$ cat config.mk
export PLATFORM = sky130hd
export DESIGN_NAME = rr_mux_arbiter
export DESIGN_NICKNAME = d
export VERILOG_FILES = /design/src/rtl/rr_mux_arbiter_pkg.sv /design/src/rtl/mux_8_1.sv /design/src/rtl/rr_mux_arbiter.sv
export SDC_FILE = /design/constraint.sdc
export NUM_CORES = 1
export LEC_CHECK = 0
export CAP_MARGIN = 20
export CELL_PAD_IN_SITES_DETAIL_PLACEMENT = 2
export CELL_PAD_IN_SITES_GLOBAL_PLACEMENT = 2
export CORE_UTILIZATION = 32
export DETAILED_ROUTE_END_ITERATION = 6
export PLACE_DENSITY_LB_ADDON = 0.1
export SYNTH_ARGS = -nofsm -noshare
export SYNTH_HDL_FRONTEND = slang
export SYNTH_SLANG_ARGS = --single-unit
$ cat constraint.sdc
create_clock -name clk -period 3.8 [get_ports clk]
set_clock_uncertainty 0.15 [all_clocks]
set_input_delay 0.95 -clock clk [delete_from_list [all_inputs] [get_ports clk]]
set_output_delay 0.95 -clock clk [all_outputs]
set_load 0.05 [all_outputs]
$ cat src/rtl/rr_mux_arbiter_pkg.sv
// rr_mux_arbiter_pkg: shared widths and FSM encoding for the round-robin mux arbiter
package rr_mux_arbiter_pkg;
    localparam int N_REQ = 8;
    localparam int SEL_W = 3;
    localparam int CNT_W = 4;
    typedef enum logic {IDLE = 1'b0, GRANT = 1'b1} state_e;
endpackage

$ cat src/rtl/mux_8_1.sv
// mux_8_1: combinational 8-to-1 single-bit multiplexer
module mux_8_1 (
    output logic       y_o,
    input  logic [7:0] a_i,
    input  logic [2:0] s_i
);
    assign y_o = a_i[s_i];
endmodule

$ cat src/rtl/rr_mux_arbiter.sv
// rr_mux_arbiter: round-robin arbiter driving mux_8_1 select with a registered data bit.
// Define RR_HOLD_LIMIT_EN to cap each owner's tenure at HOLD_MAX consecutive cycles.
module rr_mux_arbiter
    import rr_mux_arbiter_pkg::*;
#(
    parameter int HOLD_MAX = 4
) (
    input  logic             clk,
    input  logic             rst_n,
    input  logic [N_REQ-1:0] req,
    input  logic [N_REQ-1:0] d,
    output logic [N_REQ-1:0] gnt,
    output logic [SEL_W-1:0] sel,
    output logic             q,
    output logic             q_valid
);
    if (HOLD_MAX < 1 || HOLD_MAX > 15) begin : g_bad_hold
        $error("HOLD_MAX out of range 1..15");
    end

    // Rotate so ptr is bit 0, take the lowest set bit, rotate the index back.
    function automatic logic [SEL_W:0] rr_pick(input logic [N_REQ-1:0] r, input logic [SEL_W-1:0] p);
        logic [2*N_REQ-1:0] dbl;
        logic [SEL_W:0]     res;
        dbl = {r, r} >> p;
        res = '0;
        for (int i = N_REQ - 1; i >= 0; i--)
            if (dbl[i]) res = {1'b1, SEL_W'(i) + p};
        return res;
    endfunction

    state_e           state_q, state_d;
    logic [N_REQ-1:0] gnt_q, gnt_d, others;
    logic [SEL_W-1:0] sel_q, sel_d, ptr_q, ptr_d;
    logic [SEL_W:0]   win;
    logic             q_q, qv_q, mux_y, hold_hit, rel, take, keep;
`ifdef RR_HOLD_LIMIT_EN
    logic [CNT_W-1:0] cnt_q, cnt_d;
`endif

    mux_8_1 u_mux (
        .y_o(mux_y),
        .a_i(d),
        .s_i(sel_q)
    );

    always_comb begin
`ifdef RR_HOLD_LIMIT_EN
        hold_hit = state_q == GRANT && cnt_q == CNT_W'(HOLD_MAX - 1);
`else
        hold_hit = 1'b0;
`endif
        others  = state_q == GRANT ? req & ~gnt_q : req;
        win     = rr_pick(others, ptr_q);
        rel     = state_q == IDLE || !req[sel_q] || hold_hit;
        take    = rel && win[SEL_W];
        // Lone owner at its hold limit is re-granted rather than bounced through IDLE.
        keep    = !take && (!rel || (hold_hit && req[sel_q]));
        state_d = (take || keep) ? GRANT : IDLE;
        gnt_d   = take ? N_REQ'(1) << win[SEL_W-1:0] : keep ? gnt_q : '0;
        sel_d   = take ? win[SEL_W-1:0] : sel_q;
        ptr_d   = take ? win[SEL_W-1:0] + 1'b1 : ptr_q;
`ifdef RR_HOLD_LIMIT_EN
        cnt_d   = (take || hold_hit) ? '0 : state_q == GRANT ? cnt_q + 1'b1 : cnt_q;
`endif
    end

    always_ff @(posedge clk) begin
        if (!rst_n) begin
            state_q <= IDLE;
            gnt_q   <= '0;
            sel_q   <= '0;
            ptr_q   <= '0;
            q_q     <= 1'b0;
            qv_q    <= 1'b0;
`ifdef RR_HOLD_LIMIT_EN
            cnt_q   <= '0;
`endif
        end else begin
            state_q <= state_d;
            gnt_q   <= gnt_d;
            sel_q   <= sel_d;
            ptr_q   <= ptr_d;
            q_q     <= mux_y;
            qv_q    <= state_q == GRANT;
`ifdef RR_HOLD_LIMIT_EN
            cnt_q   <= cnt_d;
`endif
        end
    end

    assign gnt     = gnt_q;
    assign sel     = sel_q;
    assign q       = q_q;
    assign q_valid = qv_q;
endmodule
; Word level (Yosys, flattened, before mapping)
; Index checks and enable logic that the tools add are counted.
[word_totals]
regBits = 17
latchBits = 0
mem_bits_rw = 0
mem_bits_ro = 0
out_inout_bits = 13
memories = 0
[classes]
n_addsub = 8
n_mul = 0
div = 0
magnitude_cmp = 1
eq_ne = 1
shifts = 2
n_mux = 16
bitwise = 3
n_reduce_logical = 7
[op_table]
columns = operator, count
row1 = 2-to-1 mux 4 bit, 8
row2 = 2-to-1 mux 8 bit, 3
row3 = >> shifter 16 x 3 -> 8 bit, 1
row4 = "adder 3 bit, first input constant", 4
row5 = AND 8 bit, 1
row6 = inverter 8 bit, 1
row7 = "<< shifter 1 x 3 -> 8 bit, first input constant", 1
row8 = "adder 2 x 3 -> 3 bit, first input constant", 2
row9 = binary-select mux 1 bit (select 3 bit), 2
row10 = "< comparator 3 x 4 -> 1 bit, second input constant", 1
row11 = "adder 1 x 3 -> 3 bit, first input constant", 1
row12 = "adder 3 x 1 -> 3 bit, second input constant", 1
row13 = logical NOT 1 bit, 3
row14 = 2-to-1 mux 1 bit, 3
row15 = logical AND 1 bit, 2
row16 = logical OR 1 bit, 2
row17 = "inequality test 2 x 1 -> 1 bit, second input constant", 1
row18 = inverter 1 bit, 1

; Longest topological paths before layout
; Gate-level depths: netlist of the first run.
[depth]
ltp_word = 17
mapped_depth = 13

; Hierarchy
; Synthesis of the first run repeated with hierarchy kept, for this count alone.
[unflattened]
cells_unflattened = 213
hier_area_um2 = 1970.6
[by_module_without_submodules]
columns = mod, instances, cells_per_inst, area_each_um2, seq_area_each_um2
row1 = rr_mux_arbiter, 1, 210, 1906.8, 340.3
row2 = mux_8_1, 1, 3, 63.8, 0.0

; Worst setup path after synthesis of the first run
; No wires, ideal clock.
[synth_timing]
path_kind = input-to-reg
from = in req[4]
to = reg ptr_q[2]
t_arrival_ns = 3.324
required_time_ns = 3.534
setup_slack_ns = 0.210
cell_stages = 11
path_cell_list = a21boi_0 -> mux2_2 -> mux4_2 -> and4b_1 -> or4_1 -> a31oi_1 -> or2_1 -> buf_6 -> ha_1 -> mux2i_1 -> nor2b_1
[synth_between]
elab_chain_len = 12
[synth_lines]
columns = item, line_no
row1 = "start, declared", rr_mux_arbiter.sv:10  ; input logic [N_REQ-1:0] req,
row2 = AND 8 bit, rr_mux_arbiter.sv:53  ; others = state_q == GRANT ? req & ~gnt_q : req;
row3 = 2-to-1 mux 8 bit, rr_mux_arbiter.sv:53
row4 = >> shifter 16 x 3 -> 8 bit, rr_mux_arbiter.sv:25  ; dbl = {r, r} >> p;
row5 = 2-to-1 mux 4 bit (8 in series), rr_mux_arbiter.sv:28  ; if (dbl[i]) res = {1'b1, SEL_W'(i) + p};
row6 = adder 3 x 1 -> 3 bit / logical AND 1 bit (equally long branches), "rr_mux_arbiter.sv:62, rr_mux_arbiter.sv:56"
row7 = "end signal, assigned", rr_mux_arbiter.sv:83  ; ptr_q <= ptr_d;
row8 = "end, declared", rr_mux_arbiter.sv:34  ; logic [SEL_W-1:0] sel_q, sel_d, ptr_q, ptr_d;
; Several ways; a longest one is shown, not always the timed one. The select of a mux whose other input is x is not followed.
; A chain may end at the register's enable or synchronous reset.

; Worst setup path in the final report of the first run
[layout_timing]
from = in req[3]
to = reg gnt_q[3], in the netlist gnt[3]
[layout_between]
elab_chain_len = 15
[layout_lines]
columns = item, line_no
row1 = AND 8 bit, rr_mux_arbiter.sv:53
row2 = 2-to-1 mux 8 bit, rr_mux_arbiter.sv:53
row3 = >> shifter 16 x 3 -> 8 bit, rr_mux_arbiter.sv:25
row4 = 2-to-1 mux 4 bit (8 in series), rr_mux_arbiter.sv:28
row5 = logical AND 1 bit, rr_mux_arbiter.sv:56  ; take = rel && win[SEL_W];
row6 = logical NOT 1 bit, rr_mux_arbiter.sv:58  ; keep = !take && (!rel || (hold_hit && req[sel_q]));
row7 = logical AND 1 bit, rr_mux_arbiter.sv:58
row8 = inequality test 2 x 1 -> 1 bit (no source line), -
row9 = "end signal, assigned", rr_mux_arbiter.sv:81  ; gnt_q <= gnt_d;
row10 = "end, declared", rr_mux_arbiter.sv:33  ; logic [N_REQ-1:0] gnt_q, gnt_d, others;
; Several ways; a longest one is shown, not always the timed one. The select of a mux whose other input is x is not followed.

==> results of run 1 <==
[routing by layer]
layer	global-route usage [%]	wire length (um)	part of all wire (%)
met5	0	0	0
met4	12.0	251	2.9
met3	5.25	375	4.3
met2	58.7	4620	53
met1	34.6	3520	40
[repair_timing]
action,in CTS,in global routing
endpoints found under the setup margin,11,9
setup buffers,7,1
hold endpoints to repair,0,0
pin swaps,6,6
gates resized for setup,43,10
[per-stage QoR]
| stage | total power, mW | area (um2) |
|---|---|---|
| after floorplan | 1.28 | 1600 |
| after global placement | 1.89 | 2260 |
| after detailed placement | 2.01 | 2260 |
| after CTS | 2.29 | 2480 |
| after global routing | 2.54 | 2510 |
| final | 2.47 | 2510 |
[cell usage after synthesis, types with 2 or more instances]
master,count,area [um2]
clkbuf_1,5,18.8
mux4_2,9,203
mux4_1,5,131
nand3_1,2,10.0
inv_2,2,7.51
mux2i_1,13,130
o21ai_0,8,40.0
a21oi_1,6,30.0
nor4_1,2,12.5
dfxtp_1,17,340
nand2b_1,3,18.8
ha_1,4,50.1
nor2b_1,5,31.3
o31ai_1,2,15.0
and2_1,3,18.8
o211ai_1,3,22.5
and4b_1,4,40.0
a21boi_0,11,82.6
o211a_1,2,20.0
a31oi_1,2,12.5
mux2_2,4,45.0
nand3b_1,2,15.0
nand2_1,16,60.1
a22o_1,6,52.6
nor2_1,4,15.0
[where the power goes]
part	leakage [nW]	switching, mW	internal, mW	total, mW
clock	0.0255	0.0694	0.0731	0.142
combinational	0.891	1.07	0.890	1.96
sequential	0.140	0.117	0.242	0.359
[layout make-up]
class,count,area (um2),area share (%)
well taps,67,83.8,3.33
clock buffers,3,41.3,1.64
multi-input cells,132,1350,53.6
flip-flops and latches,17,342,13.6
inverters,5,21.3,0.846
repair buffers,79,674,26.8
clock inverters,1,5.00,0.199
[critical path: cells and delay by family]
family          cells  cell delay, ns
simple gates        1            0.31
compound gates      4            0.70
fa+ha+maj           1            0.19
mux                 3            1.00
buf+inv             5            0.83
[flip-flops by register name (all words and copies together), names as in the netlist]
name,flops
ptr_q,3
sel,3
gnt,8
q,1
state_q,1
q_valid,1
[placed cells by master, fill, tap and decap left out, types with 3 or more instances in the layout]
cell type / Yosys / layout
and4b_1: 4 / 4
a21oi_1: 6 / 6
a21boi_4: 0 / 8
nor2b_1: 5 / 5
o21ai_0: 8 / 5
mux2i_1: 13 / 11
clkdlybuf4s50_1: 0 / 22
nand2_1: 16 / 16
mux2_4: 0 / 4
nor2_1: 4 / 3
o21ai_1: 0 / 3
dfxtp_1: 17 / 16
and2_1: 3 / 3
buf_4: 0 / 47
o211ai_1: 3 / 3
dlygate4sd2_1: 0 / 8
mux4_2: 9 / 11
clkbuf_8: 0 / 3
nand2b_1: 3 / 3
a22o_1: 6 / 6
mux4_1: 5 / 3
[cells by family after synthesis]
logic type	synth area share, %
AOI/OAI and AO/OA	21.9
xor gates and xnor gates	1.10
adders and majority gates	3.13
buffers and inverters	3.76
DFF	21.3
muxes	32.7
and+or+nand+nor	16.1
[final timing paths]
check	start	endpoint	slack, ns	cells after the start
worst min register to register	gnt[4]	gnt[4]	0.49	1
worst max-delay path	req[3]	gnt[3]	-0.17	14
worst min-delay path	gnt[4]	gnt[4]	0.49	1
worst max register to register	state_q	gnt[3]	0.15	13
==> results.yml, run 1 <==
status:
  outcome: "complete, but fails checks"
  violations: "negative setup slack"
global_route:
  overflow: 0
  grt_max_degree: 16
  grt_usage_pct: 31.1
  grt_first_pass_wirelength_um: 12100
  antenna_found_initial: 0
  grt_pass1_vias: 2081
critical_path:
  crit_path_max_fanout: 9
  endpoint_kind: "flip-flop"
  critPathKind: "in -> reg"
  cp-start-kind: "input pin"
  cp.arrival_ns: 3.99
  slowest_delay_ns: 0.50
  path_cells: "dlygate4sd2_1, a21boi_4, buf_4, mux4_2, buf_4, mux2i_2, buf_6, mux2i_1, o31ai_1, or2_4, inv_4, ha_2, o211ai_1, a21boi_1"
  path_common_cell: "buf_4"
  crit_slowest_cell: "mux4_2"
  cp_data_required_time_ns: 3.82
timing:
  setup_viol: 1
  whs_ns: 0.490
  post-route-min-period_ns: 3.97
  hold_viol_final: 0
  setup_tns_ns: -0.172
  maxSlewViolCount: 0
  max_freq_mhz: 252
  worstMarginPinSlew_ns: 0.600
  layout_setup_ws_ns: -0.172
  max-slew-margin-rel_pct: 58.9
  fin_crit_sh_pct: 105
finish:
  diodes: 0
  layout.cells.non_filler: 304
  drive_above_1_share_pct: 38.0
  final_util_pct: 52.9
  syn2layout_area_growth_pct: 57.3
  nets: 260
  fill_cells: 511
logic_synthesis:
  syn-instance-count: 162
  synth_edf_count: 0
  synth-seq-cells: 17
  ys_warn_count: 0
  seq_area_frac_synth_pct: 21.3
  postSynth.asyncResetShare_pct: 0
  avgSynthCellArea_um2: 9.87
  synthDistinctLibCells: 47
  synth.net_count: 184
  ys.flop_type: "dfxtp_1"
  synth_area_um2: 1600
clock_tree:
  clk_pin_slew_ns: 0.07
  cts_buffer_depth: 2
  cts-root-buf: "clkbuf_8"
  htreeDepth: 1
  cts_sinks: 17
  cts_tree: "yes"
  numCtsBuffers: 3
  cts_hold_buffers: 0
  clk_latency_ns: 0.26
placed_design:
  gp_congestion: 0.861
  place_hpwl_um: 5390
  place_inst: 292
  dp_slack_ns: -0.617
  port_buffers: 30
run:
  drv_cap: 0
floorplanning:
  fp.dieW_um: 72.7
  core_region_area_um2: 4750
  initial_core_util_pct: 33.6
  pin_count: 31
  die_h_um: 72.7
  rows: 25
  die_area_um2: 5280
pwr:
  ir_drop_mv: 0.545
  power_density_nw_per_um2: 980
  p_leak_nw: 1.06
routing:
  drt_iter0_drc: 99
  wl_per_cell_um: 28.8
  vias: 1872
  route.detailed.drc: 0
  first_pass_iters: 4
  ant_nets: 0
  routed_wl_um: 8760
  vias_per_cell: 6.16
worst_hold_path:
  hold_path_class: "reg -> reg"
No activity file was read; power rests on OpenSTA's default activity.
==> run 2, diff against run 1 <==
--- a/config.mk
+++ b/config.mk
@@ -8,9 +8,11 @@
 export CAP_MARGIN = 20
 export CELL_PAD_IN_SITES_DETAIL_PLACEMENT = 2
 export CELL_PAD_IN_SITES_GLOBAL_PLACEMENT = 2
-export CORE_UTILIZATION = 32
+export CORE_UTILIZATION = 34
 export DETAILED_ROUTE_END_ITERATION = 6
+export HOLD_SLACK_MARGIN = 0.08
 export PLACE_DENSITY_LB_ADDON = 0.1
 export SYNTH_ARGS = -nofsm -noshare
 export SYNTH_HDL_FRONTEND = slang
+export SYNTH_HIERARCHICAL = 1
 export SYNTH_SLANG_ARGS = --single-unit
==> constraint.sdc (replaced) <==
create_clock -name clk -period 3.8 [get_ports clk]
set_clock_uncertainty 0.15 [all_clocks]
set_input_delay 0.57 -clock clk [delete_from_list [all_inputs] [get_ports clk]]
set_output_delay 0.57 -clock clk [all_outputs]
set_load 0.05 [all_outputs]
==> run 2 against run 1 <==
The flow now finishes without violations. Hold slack worse by 0.14 ns. Register-to-register slack better by 0.11 ns. Synthesized area is 23% higher. Critical endpoint is now gnt[0]. Largest cell class unchanged. Largest power group unchanged.
==> results.yml, run 2 <==
placed_design:
  gp_congestion: 0.848
  port_buffers: 30
  place_hpwl_um: 7150
  dpl_cell_area_um2: 2630
  dp_slack_ns: -0.427
logic_synthesis:
  ys_warn_count: 6
  synth_area_um2: 1970
  postSynth.asyncResetShare_pct: 0
  ys.flop_type: "dfxtp_1"
  synth-seq-cells: 17
  synthDistinctLibCells: 55
  yosys-top-cells-area: "dfxtp_1, mux4_1, mux4_2"
  synth_top_cell_by_area: "dfxtp_1"
  synth_edf_count: 0
  yosysMostFrequentCell: "nand2_1"
  synth.net_count: 239
  seq_area_frac_synth_pct: 17.3
  synth_top_area_share_pct: 17.3
  avgSynthCellArea_um2: 9.25
  synth_common_cells: "nand2_1, dfxtp_1, and2_1"
  syn-instance-count: 213
global_route:
  overflow: 0
  antenna_found_initial: 0
  grt_usage_pct: 30.7
  grt_max_degree: 18
  gr-usage-met3_pct: 4.65
  grtUsageMet1_pct: 35.2
  grt_first_pass_wirelength_um: 14000
  grt_pass1_vias: 2428
  use_met2_pct: 56.1
  top_usage_layer: "met2"
timing:
  post-route-min-period_ns: 3.75
  whs_ns: 0.351
  hold_viol_final: 0
  worstMarginPinSlew_ns: 0.803
  max_freq_mhz: 267
  setup_tns_ns: 0
  fin_crit_sh_pct: 98.7
  setup_viol: 0
  max-slew-margin-rel_pct: 46.4
  layout_setup_ws_ns: 0.0512
  maxSlewViolCount: 0
finish:
  nets: 309
  fill_cells: 598
  final_cell_mix: "buf_4, clkdlybuf4s50_1, nand2_1"
  design_area_um2: 2780
  drive_above_1_share_pct: 32.3
  final_common_cell: "buf_4"
  largest_reg_flops: 8
  diodes: 0
  syn2layout_area_growth_pct: 41.0
floorplanning:
  pin_count: 31
  fp.dieW_um: 78.1
  core_region_area_um2: 5540
  rows: 27
  initial_core_util_pct: 35.6
  die_h_um: 78.1
  die_area_um2: 6100
critical_path:
  crit_path_max_fanout: 5
  r2r_cells: 13
  reg2reg_to: "ptr_q[2]"
  cp-start-kind: "input pin"
  setup.worst_path.start: "req[0]"
  critPathCapture: "gnt[0]"
  critPathKind: "in -> reg"
  endpoint_kind: "flip-flop"
  cp.arrival_ns: 3.74
  reg2reg_slack_ns: 0.26
  cp_data_required_time_ns: 3.79
  r2r-start: "state_q"
pwr:
  p_leak_nw: 1.08
  ir_drop_mv: 0.410
  fin_total_pwr_mw: 2.61
  power_density_nw_per_um2: 938
routing:
  wl_per_cell_um: 26.4
  route.detailed.drc: 0
  ant_nets: 0
  vias_per_cell: 6.24
  first_pass_iters: 4
  drt_iter0_drc: 128
  routed_wl_um: 9350
  vias: 2209
clock_tree:
  cts_sinks: 17
  cts_tree: "yes"
  cts_buffer_depth: 2
  cts-root-buf: "clkbuf_8"
  numCtsBuffers: 3
  htreeDepth: 1
  clk_pin_slew_ns: 0.08
  clk_latency_ns: 0.27
  cts_hold_buffers: 0
status:
  outcome: "complete, no violations"
run:
  drv_cap: 0
worst_hold_path:
  hold_path_class: "reg -> reg"
  hp-start: "state_q"
[run 2: timing repair]
action | 4_1_cts | 5_1_grt
setup buffers | 0 | 2
pin swaps | 0 | 3
endpoints found under the setup margin | 8 | 7
resized for setup | 2 | 20
[run 2: worst min path at each step]
stage | end | slack, ns | cells past startpoint
floorplan | q_valid | 0.49 | 2
global placement | q_valid | 0.34 | 1
detailed placement | q_valid | 0.35 | 1
CTS | q_valid | 0.36 | 1
global route | q_valid | 0.38 | 1
finish | q_valid | 0.35 | 1
[run 2: metrics by stage]
step,util [%],cells
finish,50.1,354
CTS,48.4,352
global placement,47.5,348
floorplan,-,213
detailed placement,47.5,348
global route,50.1,354
[run 2: cell families (layout without fill, tap and decap cells)]
group / count (synthesis) / after routing / share of synthesized area, %
xor+xnor: 1 / 1 / 0.445
flops: 17 / 17 / 17.3
compound gates: 70 / 70 / 27.7
buf+inv: 18 / 87 / 4.44
simple gates: 67 / 67 / 16.9
fa+ha+maj: 8 / 8 / 5.08
mux: 32 / 32 / 28.2
[run 2: power by group]
part | leakage (nW) | internal [mW] | switching [mW]
combinational | 0.919 | 0.933 | 1.21
sequential | 0.140 | 0.230 | 0.0881
clock | 0.0255 | 0.0732 | 0.0714
[run 2: area by class of cell]
type	count	area [um2]	share of cell area [%]
inverter	7	26.3	0.946
tap	72	90.1	3.24
clock buffer	3	41.3	1.49
sequential	17	340	12.3
timing repair buffer	76	649	23.4
clock inverter	1	5.00	0.180
multi-input combinational	178	1630	58.5
[run 2: critical path, cell delays in order]
cell,delay [ns]
clkdlybuf4s50_1,0.44
buf_4,0.16
and2_1,0.16
a22oi_1,0.34
buf_4,0.20
nand2_1,0.06
mux4_2,0.55
nor2_1,0.21
a211oi_2,0.10
or2_4,0.25
ha_1,0.20
and2_1,0.17
a32oi_1,0.21
o21ai_1,0.10
[run 2: metal layers]
metal  up-vias  wire length, um
li1        977                -
met1      1142             3820
met2        62             4960
met3        28              228
met4         0              335
met5         -                0
